==> src/rtl/kbd_pkg.sv <==
// Shared definitions for the keyboard-to-ASCII path: set-2 scancodes,
// ASCII constants and the modifier state record.
package kbd_pkg;

    // Set-2 make codes of modifier and fixed-function keys
    localparam logic [7:0] SC_LSHIFT = 8'h12;
    localparam logic [7:0] SC_RSHIFT = 8'h59;
    localparam logic [7:0] SC_LCTRL  = 8'h14;
    localparam logic [7:0] SC_CAPS   = 8'h58;
    localparam logic [7:0] SC_ENTER  = 8'h5A;
    localparam logic [7:0] SC_BKSP   = 8'h66;
    localparam logic [7:0] SC_SPACE  = 8'h29;
    localparam logic [7:0] SC_TAB    = 8'h0D;
    localparam logic [7:0] SC_ESC    = 8'h76;

    // The front end reports 0x00 when no key is active
    localparam logic [7:0] SC_IDLE   = 8'h00;

    // ASCII constants
    localparam logic [7:0] ASC_NUL   = 8'h00;
    localparam logic [7:0] ASC_BS    = 8'h08;
    localparam logic [7:0] ASC_TAB   = 8'h09;
    localparam logic [7:0] ASC_LF    = 8'h0A;
    localparam logic [7:0] ASC_ESC   = 8'h1B;
    localparam logic [7:0] ASC_SPACE = 8'h20;

    // Clearing this bit turns a lower-case letter into upper case
    localparam logic [7:0] ASC_CASE_BIT  = 8'h20;
    // Ctrl+letter keeps only the low five bits of the upper-case code
    localparam logic [7:0] ASC_CTRL_MASK = 8'h1F;

    // Modifier state tracked across key events
    typedef struct packed {
        logic lshift;
        logic rshift;
        logic ctrl;
        logic caps;
    } mod_state_t;

    // True for scancodes that only change modifier state
    function automatic logic is_modifier(input logic [7:0] code);
        return (code == SC_LSHIFT) || (code == SC_RSHIFT) ||
               (code == SC_LCTRL)  || (code == SC_CAPS);
    endfunction

endpackage

==> src/rtl/kbd_scan2ascii.sv <==
// Combinational set-2 make-code to ASCII translator. Applies Shift,
// CapsLock and Ctrl to the looked-up character; mapped=0 means the
// code has no character and nothing should be queued.
module kbd_scan2ascii
    import kbd_pkg::*;
(
    input  logic [7:0]  scancode,
    input  mod_state_t  mods,
    output logic [7:0]  ascii,
    output logic        mapped
);

    logic [7:0] letter;
    logic       is_letter;
    logic [7:0] sym_plain;
    logic [7:0] sym_shift;
    logic       is_sym;
    logic [7:0] fixed_char;
    logic       is_fixed;
    logic       shift;
    logic [7:0] upper;

    assign shift = mods.lshift | mods.rshift;
    assign upper = letter & ~ASC_CASE_BIT;

    // Letter keys, looked up as lower case
    always_comb begin
        letter    = ASC_NUL;
        is_letter = 1'b1;
        case (scancode)
            8'h1C: letter = "a";
            8'h32: letter = "b";
            8'h21: letter = "c";
            8'h23: letter = "d";
            8'h24: letter = "e";
            8'h2B: letter = "f";
            8'h34: letter = "g";
            8'h33: letter = "h";
            8'h43: letter = "i";
            8'h3B: letter = "j";
            8'h42: letter = "k";
            8'h4B: letter = "l";
            8'h3A: letter = "m";
            8'h31: letter = "n";
            8'h44: letter = "o";
            8'h4D: letter = "p";
            8'h15: letter = "q";
            8'h2D: letter = "r";
            8'h1B: letter = "s";
            8'h2C: letter = "t";
            8'h3C: letter = "u";
            8'h2A: letter = "v";
            8'h1D: letter = "w";
            8'h22: letter = "x";
            8'h35: letter = "y";
            8'h1A: letter = "z";
            default: is_letter = 1'b0;
        endcase
    end

    // Digit and punctuation keys with their shifted variants
    always_comb begin
        sym_plain = ASC_NUL;
        sym_shift = ASC_NUL;
        is_sym    = 1'b1;
        case (scancode)
            8'h16: begin sym_plain = "1";  sym_shift = "!"; end
            8'h1E: begin sym_plain = "2";  sym_shift = "@"; end
            8'h26: begin sym_plain = "3";  sym_shift = "#"; end
            8'h25: begin sym_plain = "4";  sym_shift = "$"; end
            8'h2E: begin sym_plain = "5";  sym_shift = "%"; end
            8'h36: begin sym_plain = "6";  sym_shift = "^"; end
            8'h3D: begin sym_plain = "7";  sym_shift = "&"; end
            8'h3E: begin sym_plain = "8";  sym_shift = "*"; end
            8'h46: begin sym_plain = "9";  sym_shift = "("; end
            8'h45: begin sym_plain = "0";  sym_shift = ")"; end
            8'h0E: begin sym_plain = 8'h60; sym_shift = "~"; end
            8'h4E: begin sym_plain = "-";  sym_shift = "_"; end
            8'h55: begin sym_plain = "=";  sym_shift = "+"; end
            8'h54: begin sym_plain = "[";  sym_shift = "{"; end
            8'h5B: begin sym_plain = "]";  sym_shift = "}"; end
            8'h5D: begin sym_plain = 8'h5C; sym_shift = "|"; end
            8'h4C: begin sym_plain = ";";  sym_shift = ":"; end
            8'h52: begin sym_plain = 8'h27; sym_shift = 8'h22; end
            8'h41: begin sym_plain = ",";  sym_shift = "<"; end
            8'h49: begin sym_plain = ".";  sym_shift = ">"; end
            8'h4A: begin sym_plain = "/";  sym_shift = "?"; end
            default: is_sym = 1'b0;
        endcase
    end

    // Keys whose character ignores all modifiers
    always_comb begin
        fixed_char = ASC_NUL;
        is_fixed   = 1'b1;
        case (scancode)
            SC_SPACE: fixed_char = ASC_SPACE;
            SC_ENTER: fixed_char = ASC_LF;
            SC_BKSP:  fixed_char = ASC_BS;
            SC_TAB:   fixed_char = ASC_TAB;
            SC_ESC:   fixed_char = ASC_ESC;
            default:  is_fixed = 1'b0;
        endcase
    end

    // Apply modifiers; Ctrl only alters letters
    always_comb begin
        ascii  = ASC_NUL;
        mapped = 1'b0;
        if (is_letter) begin
            mapped = 1'b1;
            if (mods.ctrl)
                ascii = upper & ASC_CTRL_MASK;
            else if (shift ^ mods.caps)
                ascii = upper;
            else
                ascii = letter;
        end else if (is_sym) begin
            mapped = 1'b1;
            ascii  = shift ? sym_shift : sym_plain;
        end else if (is_fixed) begin
            mapped = 1'b1;
            ascii  = fixed_char;
        end
    end

endmodule

==> src/rtl/kbd_ascii_fifo.sv <==
// Keyboard event detector, modifier tracker and first-word-fall-through
// character FIFO feeding the CPU keyboard port.
module kbd_ascii_fifo
    import kbd_pkg::*;
#(
    parameter  int DEPTH = 16,
    localparam int AW    = $clog2(DEPTH)
) (
    input  logic          clk,
    input  logic          rst,
    input  logic [7:0]    key_code,
    input  logic          key_down,
    input  logic          rd_en,
    input  logic          clr_ovf,
    output logic [7:0]    rd_data,
    output logic          rd_valid,
    output logic [AW:0]   count,
    output logic          overflow,
    output logic          shift_o,
    output logic          ctrl_o,
    output logic          caps_o
);

    localparam logic [AW:0] FULL_COUNT = (AW+1)'(DEPTH);

    logic [8:0]   pair_reg;
    logic         key_event;
    mod_state_t   mods_reg;
    mod_state_t   mods_next;
    logic [7:0]   xlat_char;
    logic         xlat_mapped;
    logic         push_req;

    logic [7:0]   mem [DEPTH];
    logic [AW:0]  wr_ptr_reg;
    logic [AW:0]  rd_ptr_reg;
    logic         overflow_reg;
    logic         full;
    logic         do_pop;
    logic         do_push;
    logic         drop;

    // A new, non-idle pair is an event; holding a pair never repeats it
    assign key_event = ({key_code, key_down} != pair_reg) && (key_code != SC_IDLE);

    kbd_scan2ascii u_scan2ascii (
        .scancode (key_code),
        .mods     (mods_reg),
        .ascii    (xlat_char),
        .mapped   (xlat_mapped)
    );

    // Only make events of non-modifier keys with a mapping queue a character
    assign push_req = key_event && key_down && xlat_mapped && !is_modifier(key_code);

    // Sample the input pair every cycle, including idle pairs
    always_ff @(posedge clk or posedge rst) begin
        if (rst)
            pair_reg <= 9'h000;
        else
            pair_reg <= {key_code, key_down};
    end

    // Modifier updates; CapsLock toggles on make and ignores break
    always_comb begin
        mods_next = mods_reg;
        if (key_event) begin
            case (key_code)
                SC_LSHIFT: mods_next.lshift = key_down;
                SC_RSHIFT: mods_next.rshift = key_down;
                SC_LCTRL:  mods_next.ctrl   = key_down;
                SC_CAPS:   if (key_down) mods_next.caps = ~mods_reg.caps;
                default:   ;
            endcase
        end
    end

    // Modifier state register
    always_ff @(posedge clk or posedge rst) begin
        if (rst)
            mods_reg <= '0;
        else
            mods_reg <= mods_next;
    end

    assign shift_o = mods_reg.lshift | mods_reg.rshift;
    assign ctrl_o  = mods_reg.ctrl;
    assign caps_o  = mods_reg.caps;

    // Pointer MSB separates full from empty when the low bits match
    assign count    = wr_ptr_reg - rd_ptr_reg;
    assign rd_valid = (wr_ptr_reg != rd_ptr_reg);
    assign full     = (count == FULL_COUNT);
    assign do_pop   = rd_en && rd_valid;
    // A pop in the same cycle frees the slot the push needs
    assign do_push  = push_req && (!full || do_pop);
    assign drop     = push_req && full && !do_pop;

    // Head of queue shows through whenever the FIFO holds data
    assign rd_data  = rd_valid ? mem[rd_ptr_reg[AW-1:0]] : ASC_NUL;
    assign overflow = overflow_reg;

    // Character storage; contents need no reset since the pointers gate them
    always_ff @(posedge clk) begin
        if (do_push)
            mem[wr_ptr_reg[AW-1:0]] <= xlat_char;
    end

    // Pointer registers
    always_ff @(posedge clk or posedge rst) begin
        if (rst) begin
            wr_ptr_reg <= '0;
            rd_ptr_reg <= '0;
        end else begin
            if (do_push)
                wr_ptr_reg <= wr_ptr_reg + 1'b1;
            if (do_pop)
                rd_ptr_reg <= rd_ptr_reg + 1'b1;
        end
    end

    // Sticky overflow; a fresh drop beats a simultaneous clear
    always_ff @(posedge clk or posedge rst) begin
        if (rst)
            overflow_reg <= 1'b0;
        else if (drop)
            overflow_reg <= 1'b1;
        else if (clr_ovf)
            overflow_reg <= 1'b0;
    end

endmodule
==> config.mk <==
export PLATFORM = sky130hd
export DESIGN_NAME = kbd_ascii_fifo
export DESIGN_NICKNAME = d
export VERILOG_FILES = /design/src/rtl/kbd_pkg.sv /design/src/rtl/kbd_scan2ascii.sv /design/src/rtl/kbd_ascii_fifo.sv
export SDC_FILE = /design/constraint.sdc
export NUM_CORES = 1
export LEC_CHECK = 0
export ABC_AREA = 1
export CORE_AREA = 5 5 142 171
export CTS_BUF_LIST = sky130_fd_sc_hd__clkbuf_4 sky130_fd_sc_hd__clkbuf_8
export DETAILED_ROUTE_END_ITERATION = 7
export DIE_AREA = 0 0 147 176
export REMOVE_ABC_BUFFERS = 1
export SYNTH_ARGS = -nofsm -noshare
export SYNTH_HDL_FRONTEND = slang
export SYNTH_HIERARCHICAL = 1
export SYNTH_SLANG_ARGS = --single-unit
==> constraint.sdc <==
create_clock -name clk -period 4.3 [get_ports clk]
set_clock_uncertainty 0.2 [all_clocks]
set_input_delay 1.29 -clock clk [delete_from_list [all_inputs] [get_ports clk]]
set_output_delay 1.29 -clock clk [all_outputs]
set_load 0.1 [all_outputs]
==> out/metrics.yaml <==
outcome:
  outcome: "complete, no violations"
finish:
  fin_util_pct: 41.30
  diodes: 0
  largest_reg_flops: 128
  syn2layout_area_growth_pct: 19.56
  post_route_cells_drive_above_1_share_pct: 16.43
  nNetsFinal: 923
  final_area_sq_mm: 0.009208
place:
  dp.final_hpwl_microns: 15290
  placed_cell_area_sq_mm: 0.008822
  gp_congestion: 0.9712
  pre_cts_slack_ps: -37.47
  numPortBuffers: 30
detailed_routing:
  routedWlPerCell_microns: 17.93
  drc: 0
  via_per_inst: 5.206
  initialDrtViolationCount: 582
  first_pass_iters: 5
  antenna_left: 0
  totalWireLength_microns: 21380
  vias: 6206
floorplanning:
  start_util_pct: 34.54
  die_y_microns: 176
  core_sq_mm: 0.02230
  rows: 60
  num_io_pins: 31
  dieArea_sq_mm: 0.02587
  fp.dieW_microns: 147
clocking:
  cts_hold_buf: 0
  clkLatencyLatePin_ps: 460
  cts-buffers-inserted: 17
  htree_levels: 4
  cts_tree: "done"
  root_buffer: "clkbuf_8"
  postCtsSetupBuffers: 0
  cts.sinks: 152
  cts_resized: 0
  ctsLongestPathBuffers: 2
  path_clk_slew_ps: 80
critical_path:
  cp_common_cell: "nand2_1"
  reg2reg_depth: 10
  path_cells: "ha_1 > nand2_1 > nor2_1 > nand2_1 > inv_1 > a31oi_1 > buf_12"
  critPathTopFamily: "flip-flops"
  cp.depth: 7
  start_kind: "flip-flop"
  critPathMaxStageDelay_ps: 690
  cp.arrival_ps: 2670
  cp_num_buf_inv: 2
  crit_required_ps: 2810
  crit_type: "flip-flop to output port"
  crit_fanout: 23
  crit_slowest_cell: "dfrtp_2"
  critPathCaptureType: "output port"
run:
  max_cap_viol_count: 0
global_route:
  grt_pass1_wl_microns: 33550
  grt_pass1_vias: 6048
  grt_overflow: 0
  grt_antenna_before_repair: 0
  grt_max_degree: 35
  grt_use_total_pct: 16.72
timing:
  maxSlewHeadroom_pct: 34.49
  max_freq_mhz: 240.1
  hold_viol: 0
  setup-violations-final: 0
  rsz0062_at_grt: "no"
  tightest_slew_ps: 979.5
  fin_crit_sh_pct: 96.86
  hold_ws_ps: 305.1
  fin_crit_ps: 4165
  slew_violations: 0
  final.setup.worst_slack_ps: 135.2
pwr:
  p_total_w: 0.006760
  ir_drop_v: 0.0009566
  leakagePower_nw: 3.639
  powerDensity_mw_per_mm2: 734.2
synthesis:
  netlist_area_sq_mm: 0.007701
  yosysUniqueCellTypes: 42
  async_reset_ff_share_pct: 15.79
  synth_edf_count: 128
  avgSynthCellArea_sq_um: 9.426
  synth_seq_cells: 152
  yosys_warnings: 6
  synth-main-ff-cell: "edfxtp_1"
  synth_seq_area_share_pct: 57.71
  syn_inst: 817
worst_hold_path:
  hold_path_depth: 1
  hold_path_class: "flip-flop to flip-flop"
power breakdown:
part	switching, W	total, W	internal [W]
combinational	0.00268	0.00390	0.00121
clock	0.000559	0.00108	0.000516
sequential	0.0000971	0.00179	0.00169
worst paths after layout:
check                                    from             to  slack [ps]
worst min register to register  rd_ptr_reg[4]  rd_ptr_reg[4]         310
worst min-delay path            rd_ptr_reg[4]  rd_ptr_reg[4]         310
worst max-delay path            rd_ptr_reg[0]     rd_data[0]         140
min in group asynchronous                 rst       overflow        1140
max in group asynchronous                 rst  rd_ptr_reg[0]        2110
worst max register to register  rd_ptr_reg[0]      mem[7][0]         970
final cells by class:
cell class | count | area [sq um]
clock inverter | 15 | 151.4
timing repair buffer | 93 | 910.9
clock buffer | 17 | 234.0
inverter | 58 | 219.0
fill | 2166 | 13090
tap | 279 | 349.1
sequential | 152 | 4446
multi-input combinational | 578 | 2898
metal layers:
metal	vias up	share of wire (%)	GRT usage [%]	wire length, microns
met4	0	2.8	6.721	608
met1	2950	42	21.61	9042
met2	231	50	28.27	10630
met5	-	0	0	0
li1	2980	-	-	-
met3	45	5.1	2.516	1091
placed cells by master, fill, tap and decap left out, drive strengths merged, types with 8 or more instances in the layout:
| cell type | count |
|---|---|
| a21oi | 17 |
| buf | 78 |
| clkbuf | 17 |
| clkdlybuf4s50 | 15 |
| clkinv | 12 |
| dfrtp | 24 |
| edfxtp | 128 |
| ha | 9 |
| inv | 59 |
| nand2 | 177 |
| nand3 | 37 |
| nand4 | 8 |
| nor2 | 151 |
| nor3 | 24 |
| o211ai | 12 |
| o21ai | 74 |
| o22ai | 23 |
| xnor2 | 11 |
| xor2 | 8 |
cell usage after synthesis (2+ instances only):
master	count	share of area, %
a21oi_1	17	1.1
a31oi_1	2	0.16
buf_2	7	0.45
buf_4	2	0.19
buf_6	2	0.29
clkbuf_1	18	0.88
dfrtp_1	24	7.8
edfxtp_1	128	50
ha_1	9	1.5
inv_1	50	2.4
inv_2	6	0.29
nand2_1	166	8.1
nand2_2	9	0.73
nand2_4	2	0.29
nand3_1	36	2.3
nand3b_1	4	0.39
nand4_1	8	0.65
nor2_1	133	6.5
nor2_2	12	0.97
nor2_4	6	0.88
nor3_1	24	1.6
nor4_1	3	0.24
o211ai_1	11	1.1
o21ai_0	71	4.6
o21ai_2	2	0.23
o21bai_1	5	0.49
o221ai_1	6	0.68
o22ai_1	23	1.9
xnor2_1	11	1.3
xor2_1	8	0.91
stage by stage:
stage / instances / TNS (ps)
global placement: 1160 / 0
finish: 1192 / 0
CTS: 1192 / 0
floorplan: 788 / -80760
detailed placement: 1160 / -991.7
global route: 1192 / 0
kinds of logic after synthesis:
family	Yosys count	share of synthesized area (%)
buf+inv	87	4.663
compound gates	143	10.85
fa+ha+maj	10	1.722
simple gates	405	22.84
other cells	1	0.04869
flops	152	57.71
xor+xnor	19	2.161
No activity file was read; power rests on OpenSTA's default activity.
